### config.mk
export PLATFORM = sky130hd
export DESIGN_NAME = mem_arbiter_nport_flat
export DESIGN_NICKNAME = d
export VERILOG_FILES = /design/src/rtl/mem_arb_pkg.sv /design/src/rtl/mem_arbiter_nport_if.sv /design/src/rtl/arb_rr_picker.sv /design/src/rtl/mem_arbiter_nport.sv /design/src/flat_wrapper.sv
export SDC_FILE = /design/constraint.sdc
export NUM_CORES = 1
export LEC_CHECK = 0
export BUFFER_PORTS_ARGS = -buffer_cell sky130_fd_sc_hd__buf_2
export CAP_MARGIN = 10
export CORE_AREA = 2 2 296 298
export CTS_CLUSTER_SIZE = 24
export DETAILED_ROUTE_END_ITERATION = 12
export DIE_AREA = 0 0 298 300
export PLACE_DENSITY = 0.4
export SLEW_MARGIN = 20
export SYNTH_ARGS = -nofsm -noshare
export SYNTH_HDL_FRONTEND = slang
export SYNTH_HIERARCHICAL = 1
export SYNTH_SLANG_ARGS = --single-unit
export TNS_END_PERCENT = 1
### constraint.sdc
create_clock -name clk_i -period 13.2 [get_ports clk_i]
set_input_delay 0.66 -clock clk_i [delete_from_list [all_inputs] [get_ports clk_i]]
set_output_delay 0.66 -clock clk_i [all_outputs]
set_load 0.005 [all_outputs]
### src/rtl/mem_arb_pkg.sv
// Shared types and helpers for the N-port memory arbiter.
package mem_arb_pkg;
  typedef enum logic [1:0] {IDLE, ISSUE, WAIT, DONE} state_e;

  localparam int ARB_RR    = 0;
  localparam int ARB_FIXED = 1;

  // Index width that never collapses to zero bits.
  function automatic int clog2_min1(input int n);
    return (n <= 2) ? 1 : $clog2(n);
  endfunction
endpackage

### src/rtl/mem_arbiter_nport_if.sv
// Client request/response and shared memory port bundle for the N-port arbiter.
interface mem_arbiter_nport_if #(
  parameter int NUM_PORTS  = 2,
  parameter int ADDR_WIDTH = 32,
  parameter int DATA_WIDTH = 128
);
  logic [NUM_PORTS-1:0]            req_cs_i;
  logic [NUM_PORTS-1:0]            req_we_i;
  logic [NUM_PORTS*ADDR_WIDTH-1:0] req_addr_i;
  logic [NUM_PORTS*DATA_WIDTH-1:0] req_wdata_i;
  logic [DATA_WIDTH-1:0]           rsp_rdata_o;
  logic [NUM_PORTS-1:0]            rsp_rvalid_o;
  logic [NUM_PORTS-1:0]            rsp_err_o;
  logic [ADDR_WIDTH-1:0]           addr_o;
  logic [DATA_WIDTH-1:0]           wdata_o;
  logic                            we_o;
  logic                            cs_o;
  logic [DATA_WIDTH-1:0]           rdata_i;
  logic                            rvalid_i;
  logic                            handshaked_i;

  // Arbiter side.
  modport slave (
    input  req_cs_i, req_we_i, req_addr_i, req_wdata_i, rdata_i, rvalid_i, handshaked_i,
    output rsp_rdata_o, rsp_rvalid_o, rsp_err_o, addr_o, wdata_o, we_o, cs_o
  );

  // Clients plus memory, as seen from outside the arbiter.
  modport master (
    output req_cs_i, req_we_i, req_addr_i, req_wdata_i, rdata_i, rvalid_i, handshaked_i,
    input  rsp_rdata_o, rsp_rvalid_o, rsp_err_o, addr_o, wdata_o, we_o, cs_o
  );
endinterface

### src/rtl/arb_rr_picker.sv
// Combinational picker: rotating priority from ptr+1, or fixed priority with index 0 highest.
module arb_rr_picker #(
  parameter int N  = 2,
  parameter int IW = 1
) (
  input  logic [N-1:0]  req,
  input  logic [IW-1:0] ptr,
  input  logic          fixed,
  output logic [IW-1:0] gnt_idx,
  output logic          gnt_valid
);
  logic [IW-1:0] w_idx;

  // Loops run from lowest priority upward so the last hit is the winner.
  always_comb begin
    gnt_valid = |req;
    gnt_idx   = '0;
    w_idx     = '0;
    if (fixed) begin
      for (int i = N-1; i >= 0; i--)
        if (req[i]) gnt_idx = IW'(i);
    end else begin
      for (int i = N; i >= 1; i--) begin
        w_idx = IW'((int'(ptr) + i) % N);
        if (req[w_idx]) gnt_idx = w_idx;
      end
    end
  end
endmodule

### src/rtl/mem_arbiter_nport.sv
// N-port arbiter: one outstanding line request at a time onto a shared memory port, with watchdog.
module mem_arbiter_nport
  import mem_arb_pkg::*;
#(
  parameter int NUM_PORTS      = 2,
  parameter int ADDR_WIDTH     = 32,
  parameter int DATA_WIDTH     = 128,
  parameter int FIXED_PRIO     = 0,
  parameter int TIMEOUT_CYCLES = 1024
) (
  input  logic               clk_i,
  input  logic               rst_i,
  mem_arbiter_nport_if.slave bus
);
  localparam int            IW       = clog2_min1(NUM_PORTS);
  localparam int            TW       = clog2_min1(TIMEOUT_CYCLES + 1);
  localparam bit            TMO_EN   = (TIMEOUT_CYCLES != 0);
  localparam logic [TW-1:0] TMO_LAST = TMO_EN ? TW'(TIMEOUT_CYCLES - 1) : '0;
  localparam logic [IW-1:0] PTR_RST  = IW'(NUM_PORTS - 1);

  state_e                r_state, w_next;
  logic [IW-1:0]         r_gnt, r_ptr, w_pick;
  logic                  w_pick_vld;
  logic                  r_we, r_err, w_lat_we;
  logic [ADDR_WIDTH-1:0] r_addr, w_lat_addr;
  logic [DATA_WIDTH-1:0] r_wdata, r_rdata, w_lat_wdata;
  logic [TW-1:0]         r_timer;
  logic                  w_tmo, w_abort, w_cap;
  logic [NUM_PORTS-1:0]  w_onehot;

  arb_rr_picker #(.N(NUM_PORTS), .IW(IW)) u_pick (
    .req      (bus.req_cs_i),
    .ptr      (r_ptr),
    .fixed    (FIXED_PRIO == ARB_FIXED),
    .gnt_idx  (w_pick),
    .gnt_valid(w_pick_vld)
  );

  // Mux out the winner's request fields with constant slices.
  always_comb begin
    w_lat_we    = 1'b0;
    w_lat_addr  = '0;
    w_lat_wdata = '0;
    for (int p = 0; p < NUM_PORTS; p++) begin
      if (w_pick == IW'(p)) begin
        w_lat_we    = bus.req_we_i[p];
        w_lat_addr  = bus.req_addr_i[p*ADDR_WIDTH +: ADDR_WIDTH];
        w_lat_wdata = bus.req_wdata_i[p*DATA_WIDTH +: DATA_WIDTH];
      end
    end
  end

  // >= keeps an abort reachable if the handshake lands on the last ISSUE cycle.
  assign w_tmo = TMO_EN && (r_timer >= TMO_LAST);

  always_comb begin
    w_next  = r_state;
    w_abort = 1'b0;
    w_cap   = 1'b0;
    case (r_state)
      IDLE:  if (w_pick_vld) w_next = ISSUE;
      ISSUE: begin
        if (bus.handshaked_i) begin
          w_cap  = bus.rvalid_i;
          w_next = bus.rvalid_i ? DONE : WAIT;
        end else if (w_tmo) begin
          w_abort = 1'b1;
          w_next  = DONE;
        end
      end
      WAIT: begin
        if (bus.rvalid_i) begin
          w_cap  = 1'b1;
          w_next = DONE;
        end else if (w_tmo) begin
          w_abort = 1'b1;
          w_next  = DONE;
        end
      end
      DONE:    w_next = IDLE;
      default: w_next = IDLE;
    endcase
  end

  always_ff @(posedge clk_i or posedge rst_i) begin
    if (rst_i) begin
      r_state <= IDLE;
      r_gnt   <= '0;
      r_ptr   <= PTR_RST;
      r_we    <= 1'b0;
      r_addr  <= '0;
      r_wdata <= '0;
      r_rdata <= '0;
      r_err   <= 1'b0;
      r_timer <= '0;
    end else begin
      r_state <= w_next;
      case (r_state)
        IDLE: if (w_pick_vld) begin
          r_gnt   <= w_pick;
          r_ptr   <= w_pick;
          r_we    <= w_lat_we;
          r_addr  <= w_lat_addr;
          r_wdata <= w_lat_wdata;
          r_err   <= 1'b0;
          r_timer <= '0;
        end
        ISSUE, WAIT: begin
          r_timer <= r_timer + TW'(1);
          if (w_abort) begin
            r_err   <= 1'b1;
            r_rdata <= '0;
          end else if (w_cap) begin
            r_rdata <= bus.rdata_i;
          end
        end
        default: ;
      endcase
    end
  end

  assign w_onehot         = NUM_PORTS'(1) << r_gnt;
  assign bus.cs_o         = (r_state == ISSUE);
  assign bus.we_o         = r_we & (r_state == ISSUE);
  assign bus.addr_o       = r_addr;
  assign bus.wdata_o      = r_wdata;
  assign bus.rsp_rdata_o  = r_rdata;
  assign bus.rsp_rvalid_o = (r_state == DONE) ? w_onehot : '0;
  assign bus.rsp_err_o    = (r_state == DONE && r_err) ? w_onehot : '0;
endmodule
### src/flat_wrapper.sv
// flat-port wrapper written by rule: the top's interface ports become plain ports
module mem_arbiter_nport_flat import mem_arb_pkg::*;
#(
  parameter int NUM_PORTS      = 2,
  parameter int ADDR_WIDTH     = 32,
  parameter int DATA_WIDTH     = 128,
  parameter int FIXED_PRIO     = 0,
  parameter int TIMEOUT_CYCLES = 1024
)
  (clk_i, rst_i, bus_req_cs_i, bus_req_we_i, bus_req_addr_i, bus_req_wdata_i, bus_rdata_i, bus_rvalid_i, bus_handshaked_i, bus_rsp_rdata_o, bus_rsp_rvalid_o, bus_rsp_err_o, bus_addr_o, bus_wdata_o, bus_we_o, bus_cs_o);
  mem_arbiter_nport_if #(.NUM_PORTS(NUM_PORTS), .ADDR_WIDTH(ADDR_WIDTH), .DATA_WIDTH(DATA_WIDTH)) bus_i ();
  input  logic clk_i;
  input  logic rst_i;
  input wire logic [$bits(bus_i.req_cs_i)-1:0] bus_req_cs_i;
  input wire logic [$bits(bus_i.req_we_i)-1:0] bus_req_we_i;
  input wire logic [$bits(bus_i.req_addr_i)-1:0] bus_req_addr_i;
  input wire logic [$bits(bus_i.req_wdata_i)-1:0] bus_req_wdata_i;
  input wire logic [$bits(bus_i.rdata_i)-1:0] bus_rdata_i;
  input wire logic [$bits(bus_i.rvalid_i)-1:0] bus_rvalid_i;
  input wire logic [$bits(bus_i.handshaked_i)-1:0] bus_handshaked_i;
  output wire logic [$bits(bus_i.rsp_rdata_o)-1:0] bus_rsp_rdata_o;
  output wire logic [$bits(bus_i.rsp_rvalid_o)-1:0] bus_rsp_rvalid_o;
  output wire logic [$bits(bus_i.rsp_err_o)-1:0] bus_rsp_err_o;
  output wire logic [$bits(bus_i.addr_o)-1:0] bus_addr_o;
  output wire logic [$bits(bus_i.wdata_o)-1:0] bus_wdata_o;
  output wire logic [$bits(bus_i.we_o)-1:0] bus_we_o;
  output wire logic [$bits(bus_i.cs_o)-1:0] bus_cs_o;
  assign bus_i.req_cs_i = bus_req_cs_i;
  assign bus_i.req_we_i = bus_req_we_i;
  assign bus_i.req_addr_i = bus_req_addr_i;
  assign bus_i.req_wdata_i = bus_req_wdata_i;
  assign bus_i.rdata_i = bus_rdata_i;
  assign bus_i.rvalid_i = bus_rvalid_i;
  assign bus_i.handshaked_i = bus_handshaked_i;
  assign bus_rsp_rdata_o = bus_i.rsp_rdata_o;
  assign bus_rsp_rvalid_o = bus_i.rsp_rvalid_o;
  assign bus_rsp_err_o = bus_i.rsp_err_o;
  assign bus_addr_o = bus_i.addr_o;
  assign bus_wdata_o = bus_i.wdata_o;
  assign bus_we_o = bus_i.we_o;
  assign bus_cs_o = bus_i.cs_o;
  mem_arbiter_nport #(.NUM_PORTS(NUM_PORTS), .ADDR_WIDTH(ADDR_WIDTH), .DATA_WIDTH(DATA_WIDTH), .FIXED_PRIO(FIXED_PRIO), .TIMEOUT_CYCLES(TIMEOUT_CYCLES)) u_core (.clk_i(clk_i), .rst_i(rst_i), .bus(bus_i));
endmodule
# --- Word level (Yosys, flattened, before mapping) ---
# Cells that the tools add are included.
# Widths: inputs -> output; s select.
totals:
  ff_bits: 305
  inputBits: 456
  wordCells: 63
classes:
  n_addsub: 3
  order_cmp: 3
  eq_ne: 5
  shift: 1
  n_mux: 31
  n_bitwise: 1
  n_reduce_logical: 10
ops:
  columns: ["op", "n"]
  rows:
  - ["$mux 128", 3]
  - ["$mux 32", 1]
  - ["$pmux 11 s2", 1]
  - ["$mux 1", 15]
  - ["$mux 2", 6]
  - ["$add 11x1->11 const B", 1]
  - ["$ge 11x10->1 const B", 1]
  - ["$mux 11", 1]
  - ["$pmux 2 s4", 1]
  - ["$pmux 1 s2", 3]
  - ["$reduce_and 2->1", 3]
  - ["$eq 2x2->1 const B", 2]
  - ["$lt 1x2->1 const B", 2]
  - ["$reduce_bool 2->1", 2]
  - ["$reduce_or 2->1", 2]
  - ["$reduce_and 3->1", 1]
  - ["$add 1x1->1 const B", 2]
  - ["$eq 2x1->1 const B", 1]
  - ["$logic_not 2->1", 1]
  - ["$ne 2x1->1 const B", 1]
  - ["$ne 2x2->1 const B", 1]
  - ["$shl 1x1->2 const A", 1]
  - ["$and 1x1->1", 1]
  - ["$logic_and 1x1->1", 1]

# --- Longest topological paths before layout ---
logic_depth:
  depth_word: 6
  ltp_mapped: 8
  ltp_nobuf: 6

# --- Cells and area by module ---
# The synthesis kept the hierarchy.
by_module_without_submodules:
  columns: ["mod", "n_inst", "cells_each", "area_each_um2"]
  rows:
  - ["mem_arbiter_nport", 1, 1367, 13314.0]
  - ["arb_rr_picker", 1, 3, 17.5]

# --- Least setup slack after synthesis ---
# Ideal clock, no wire load.
synth_path:
  kind: "input to register"
  startpoint: "input bus_req_cs_i[0]"
  endpoint: "register u_core.r_wdata[10] (netlist: u_core/bus.wdata_o[10])"
  setup_time_ns: 0.133
  arrival_time_ns: 1.898
  required_time_ns: 13.067
  slack_ns: 11.169
  stages: 7
  n_path_buf: 3
  cell_sequence: "o21ai_1 -> and2_1 -> clkbuf_1 -> clkbuf_1 -> buf_2 -> mux2i_1 -> o21ai_0"
synth_via:
  elab_chain_cells: 5
  elab_cells_between_ends: 9
  classes_between: "mux (7); reduce/logical (2)"
synth_rtl:
  columns: ["element", "line", "source"]
  rows:
  - ["from (decl)", "flat_wrapper.sv:14", "input wire logic [$bits(bus_i.req_cs_i)-1:0] bus_req_cs_i;"]
  - ["$mux 1 (not written as such) (2 in series)", "arb_rr_picker.sv:25", "if (req[w_idx]) gnt_idx = w_idx;"]
  - ["$mux 1", "arb_rr_picker.sv:25", null]
  - ["$mux 1 *", "arb_rr_picker.sv:25", null]
  - ["via u_core.w_pick", "mem_arbiter_nport.sv:22", "logic [IW-1:0] r_gnt, r_ptr, w_pick;"]
  - ["$mux 128 *", "mem_arbiter_nport.sv:45", "if (w_pick == IW'(p)) begin"]
  - ["to (signal assigned)", "mem_arbiter_nport.sv:104", "r_wdata <= w_lat_wdata;"]
  - ["to (decl)", "mem_arbiter_nport.sv:26", "logic [DATA_WIDTH-1:0] r_wdata, r_rdata, w_lat_wdata;"]
# The timed path passes the listed nets; every way through them passes the cells marked *. The select of a mux whose other input is x is not followed.
# A chain may end at the register's enable or synchronous reset.

# --- Worst setup path after layout ---
layout_path:
  startpoint: "register u_core.r_state[0]"
  endpoint: "register u_core.r_wdata[111] (netlist: u_core/bus.wdata_o[111])"
layout_via:
  elab_chain_cells: 2
layout_rtl:
  columns: ["element", "line", "source"]
  rows:
  - ["from (decl)", "mem_arbiter_nport.sv:21", "state_e r_state, w_next;"]
  - ["from (signal assigned)", "mem_arbiter_nport.sv:97", "r_state <= w_next;"]
  - ["$logic_not 2->1", "mem_arbiter_nport.sv:98", "case (r_state)"]
  - ["$reduce_and 2->1 (no line)", null, null]
# No other way between the ends.

==> out/metrics.yaml <==
endpoint_kind: "flip-flop"
mostFrequentLayoutCell: "buf_2"
core_area_mm2: 0.08621
synth-async-reset-ratio: 1.000
grt_pass1_wl_um: 78270
clk_latency_ns: 0.55
cts.sinks: 305
setup-tns-final_ns: 0
post_cts_buffers: 0
p_int_mw: 2.700
drcViolationCount: 0
worstReg2RegEnd: "u_core/bus.wdata_o[111]$_DFFE_PP0P_"
start_kind: "flip-flop"
finalWorstPathRequiredPeriod_ns: 3.925
synth_nets: 1831
leakage_nw: 9.524
tightest_slew_ns: 1.070
post-route-period-util: 0.2973
num_rows: 108
rrSetupSlack_ns: 9.28
critPathMaxFanout: 106
numPortBuffers: 749
ctsResizeCount: 0
vias: 12280
grt-ovfl-total: 0
first_pass_iters: 4
switching_share: 0.3683
cts.reportedPaths.clkPinSlew_ns: 0.06
finClkSkew_ns: 0.01413
grt_usage: 0.1129
timing.rr.start: "u_core/r_state[0]$_DFFE_PP0P_"
finalNetCount: 2535
dpl-instance-area_mm2: 0.01817
setup_viol: 0
slew_viol_final: 0
power_density_mw_per_mm2: 219.6
cts_root_buffer: "clkbuf_16"
grt_max_degree: 111
ys_warn_count: 6
cp_slowest_cell: "buf_4"
cpPeakStageDelay_ns: 0.84
synth-edff-count: 0
fmax_mhz: 254.8
p_total_mw: 4.275
cts_tree: "done"
cap_violations: 0
synthCells: 1370
placed_cells: 3188
via_per_inst: 3.767
clockBufferDepth: 3
dieArea_mm2: 0.08940
htree_levels: 2
die_h_um: 300
hold_ws_ns: 0.2368
drive_above_1_share: 0.3932
hold_buffers: 0
worstSetupPathType: "flip-flop to flip-flop"
drtIter0Drc: 571
wl_per_cell_um: 16.22
syn_to_final_growth_pct: 46.01
drt-total-wl_um: 52900
hold_violations: 0
rsz0062_at_grt: "no"
synth-seq-cells: 305
ant_nets: 0
worstPathArrival_ns: 4.30
synth_ff_type: "dfrtp_1"
io_pins: 750
dp_hpwl_um: 40010
switching_power_mw: 1.575
path_cells: "inv_1 > ha_1 > nand2_4 > buf_4 > buf_4 > buf_4 > o21ai_0"
power_frac_seq: 0.384
relSlewSlack: 0.2865
p_comb_frac: 0.366
cp_data_required_time_ns: 13.57
ir_worst_vdd_mv: 0.09929
cts_buffers: 39
stdcell_area_mm2: 0.01946
clock_power_share: 0.251
final_cell_mix: "buf_2 (749), dfrtp_1 (304), nor2_1 (264)"
gp_congestion: 0.9078
ys_seq_area_frac: 0.5726
syn_area_mm2: 0.01333
instances_no_fill: 3261
outcome: "finished, final reports clean"
cpMostUsedCell: "buf_4"
die-width_um: 298
syn_avg_cell_area_um2: 9.731
min_path_type: "input pin to async pin"
initial_core_util: 0.1546
grt_pass1_vias: 12490
reg2reg_depth: 7
antenna_found_initial: 6
synth.distinct_cells: 38
[cell usage after synthesis (2+ instances only)]
cell type | count | area [um^2]
nor2b_1 | 3 | 18.77
nand4_1 | 2 | 12.51
clkbuf_1 | 67 | 251.5
a21o_1 | 2 | 15.01
buf_2 | 11 | 55.05
nor2_1 | 264 | 991.0
buf_1 | 6 | 22.52
nor3_1 | 132 | 660.6
o21ai_0 | 169 | 845.8
mux2i_1 | 165 | 1652
buf_6 | 13 | 146.4
nand2_1 | 178 | 668.1
a21oi_1 | 6 | 30.03
o22ai_1 | 2 | 12.51
a22o_1 | 2 | 17.52
dfrtp_1 | 304 | 7607
o41ai_1 | 2 | 17.52
ha_1 | 5 | 62.56
nand3_1 | 6 | 30.03
inv_1 | 8 | 30.03
o31ai_1 | 2 | 15.01
and2_1 | 4 | 25.02
and3_1 | 2 | 12.51
[kinds of logic after synthesis]
kind of cell             after synthesis  share of synthesized area
AO/OA/AOI/OAI                        193                    0.07630
multiplexers                         165                     0.1239
AND/OR/NAND/NOR                      595                     0.1838
adder cells (fa/ha/maj)                5                   0.004693
other                                  1                  0.0002813
flip-flops                           305                     0.5726
buffers and inverters                106                    0.03848
[flip-flops by register name, summed over array words and instances, names as in the netlist]
name                    flops
u_core/r_err                1
u_core/r_ptr                1
u_core/bus.addr_o          32
u_core/bus.rsp_rdata_o    128
u_core/r_timer             11
u_core/r_gnt                1
u_core/r_state              2
u_core/r_we                 1
u_core/bus.wdata_o        128
[routing by layer]
metal,global-route usage,share of wire
met1,0.1320,0.39
met2,0.2050,0.52
met3,0.02724,0.063
met4,0.03075,0.019
met5,0,0.00062
[worst max-delay path: cells and delay by family, from the launching register on]
| kind | cells | cell delay [ns] |
|---|---|---|
| flip-flops | 1 | 0.40 |
| adder cells (fa/ha/maj) | 1 | 0.32 |
| AND/OR/NAND/NOR | 1 | 0.27 |
| buffers and inverters | 4 | 2.36 |
| AO/OA/AOI/OAI | 1 | 0.26 |
[worst max-delay path by stage]
stage                                       start                                   to  slack, ns  cells after the start
finish              u_core/r_state[0]$_DFFE_PP0P_  u_core/bus.wdata_o[111]$_DFFE_PP0P_       9.28                      7
global route        u_core/r_state[0]$_DFFE_PP0P_   u_core/bus.wdata_o[51]$_DFFE_PP0P_       8.82                      7
CTS                 u_core/r_state[0]$_DFFE_PP0P_  u_core/bus.wdata_o[111]$_DFFE_PP0P_       9.27                      7
detailed placement                bus_req_cs_i[1]  u_core/bus.wdata_o[111]$_DFFE_PP0P_       8.99                      7
global placement                  bus_req_cs_i[1]   u_core/bus.wdata_o[72]$_DFFE_PP0P_       9.09                      7
floorplan                                   rst_i     u_core/bus.addr_o[0]$_DFFE_PP0P_       4.11                      1
[through the flow]
| stage | utilization | setup slack (ns) |
|---|---|---|
| 2_1_floorplan | - | 4.111 |
| 3_3_place_gp | 0.2108 | 9.086 |
| 3_5_place_dp | 0.2108 | 8.990 |
| 4_1_cts | 0.2257 | 9.275 |
| 5_1_grt | 0.2257 | 8.825 |
| 6_report | 0.2258 | 9.275 |
[power by group through the flow]
stage / combinational, mW / sequential, mW / clock [mW]
final: 1.56 / 1.64 / 1.07
after global routing: 1.76 / 1.70 / 1.16
after CTS: 1.61 / 1.65 / 1.12
after detailed placement: 1.61 / 1.66 / 0
after global placement: 1.58 / 1.65 / 0
after floorplan: 0.748 / 1.67 / 0
[cell type report]
type,instances,area (um^2)
flip-flops and latches,305,7634
clock inverters,10,117.6
clock buffers,60,1166
repair buffers,761,3839
inverters,8,37.54
well taps,1155,1445
fillers,9614,66750
multi-input cells,959,5219
diodes,3,7.507
Note: power is estimated with default switching activity, not from simulation.
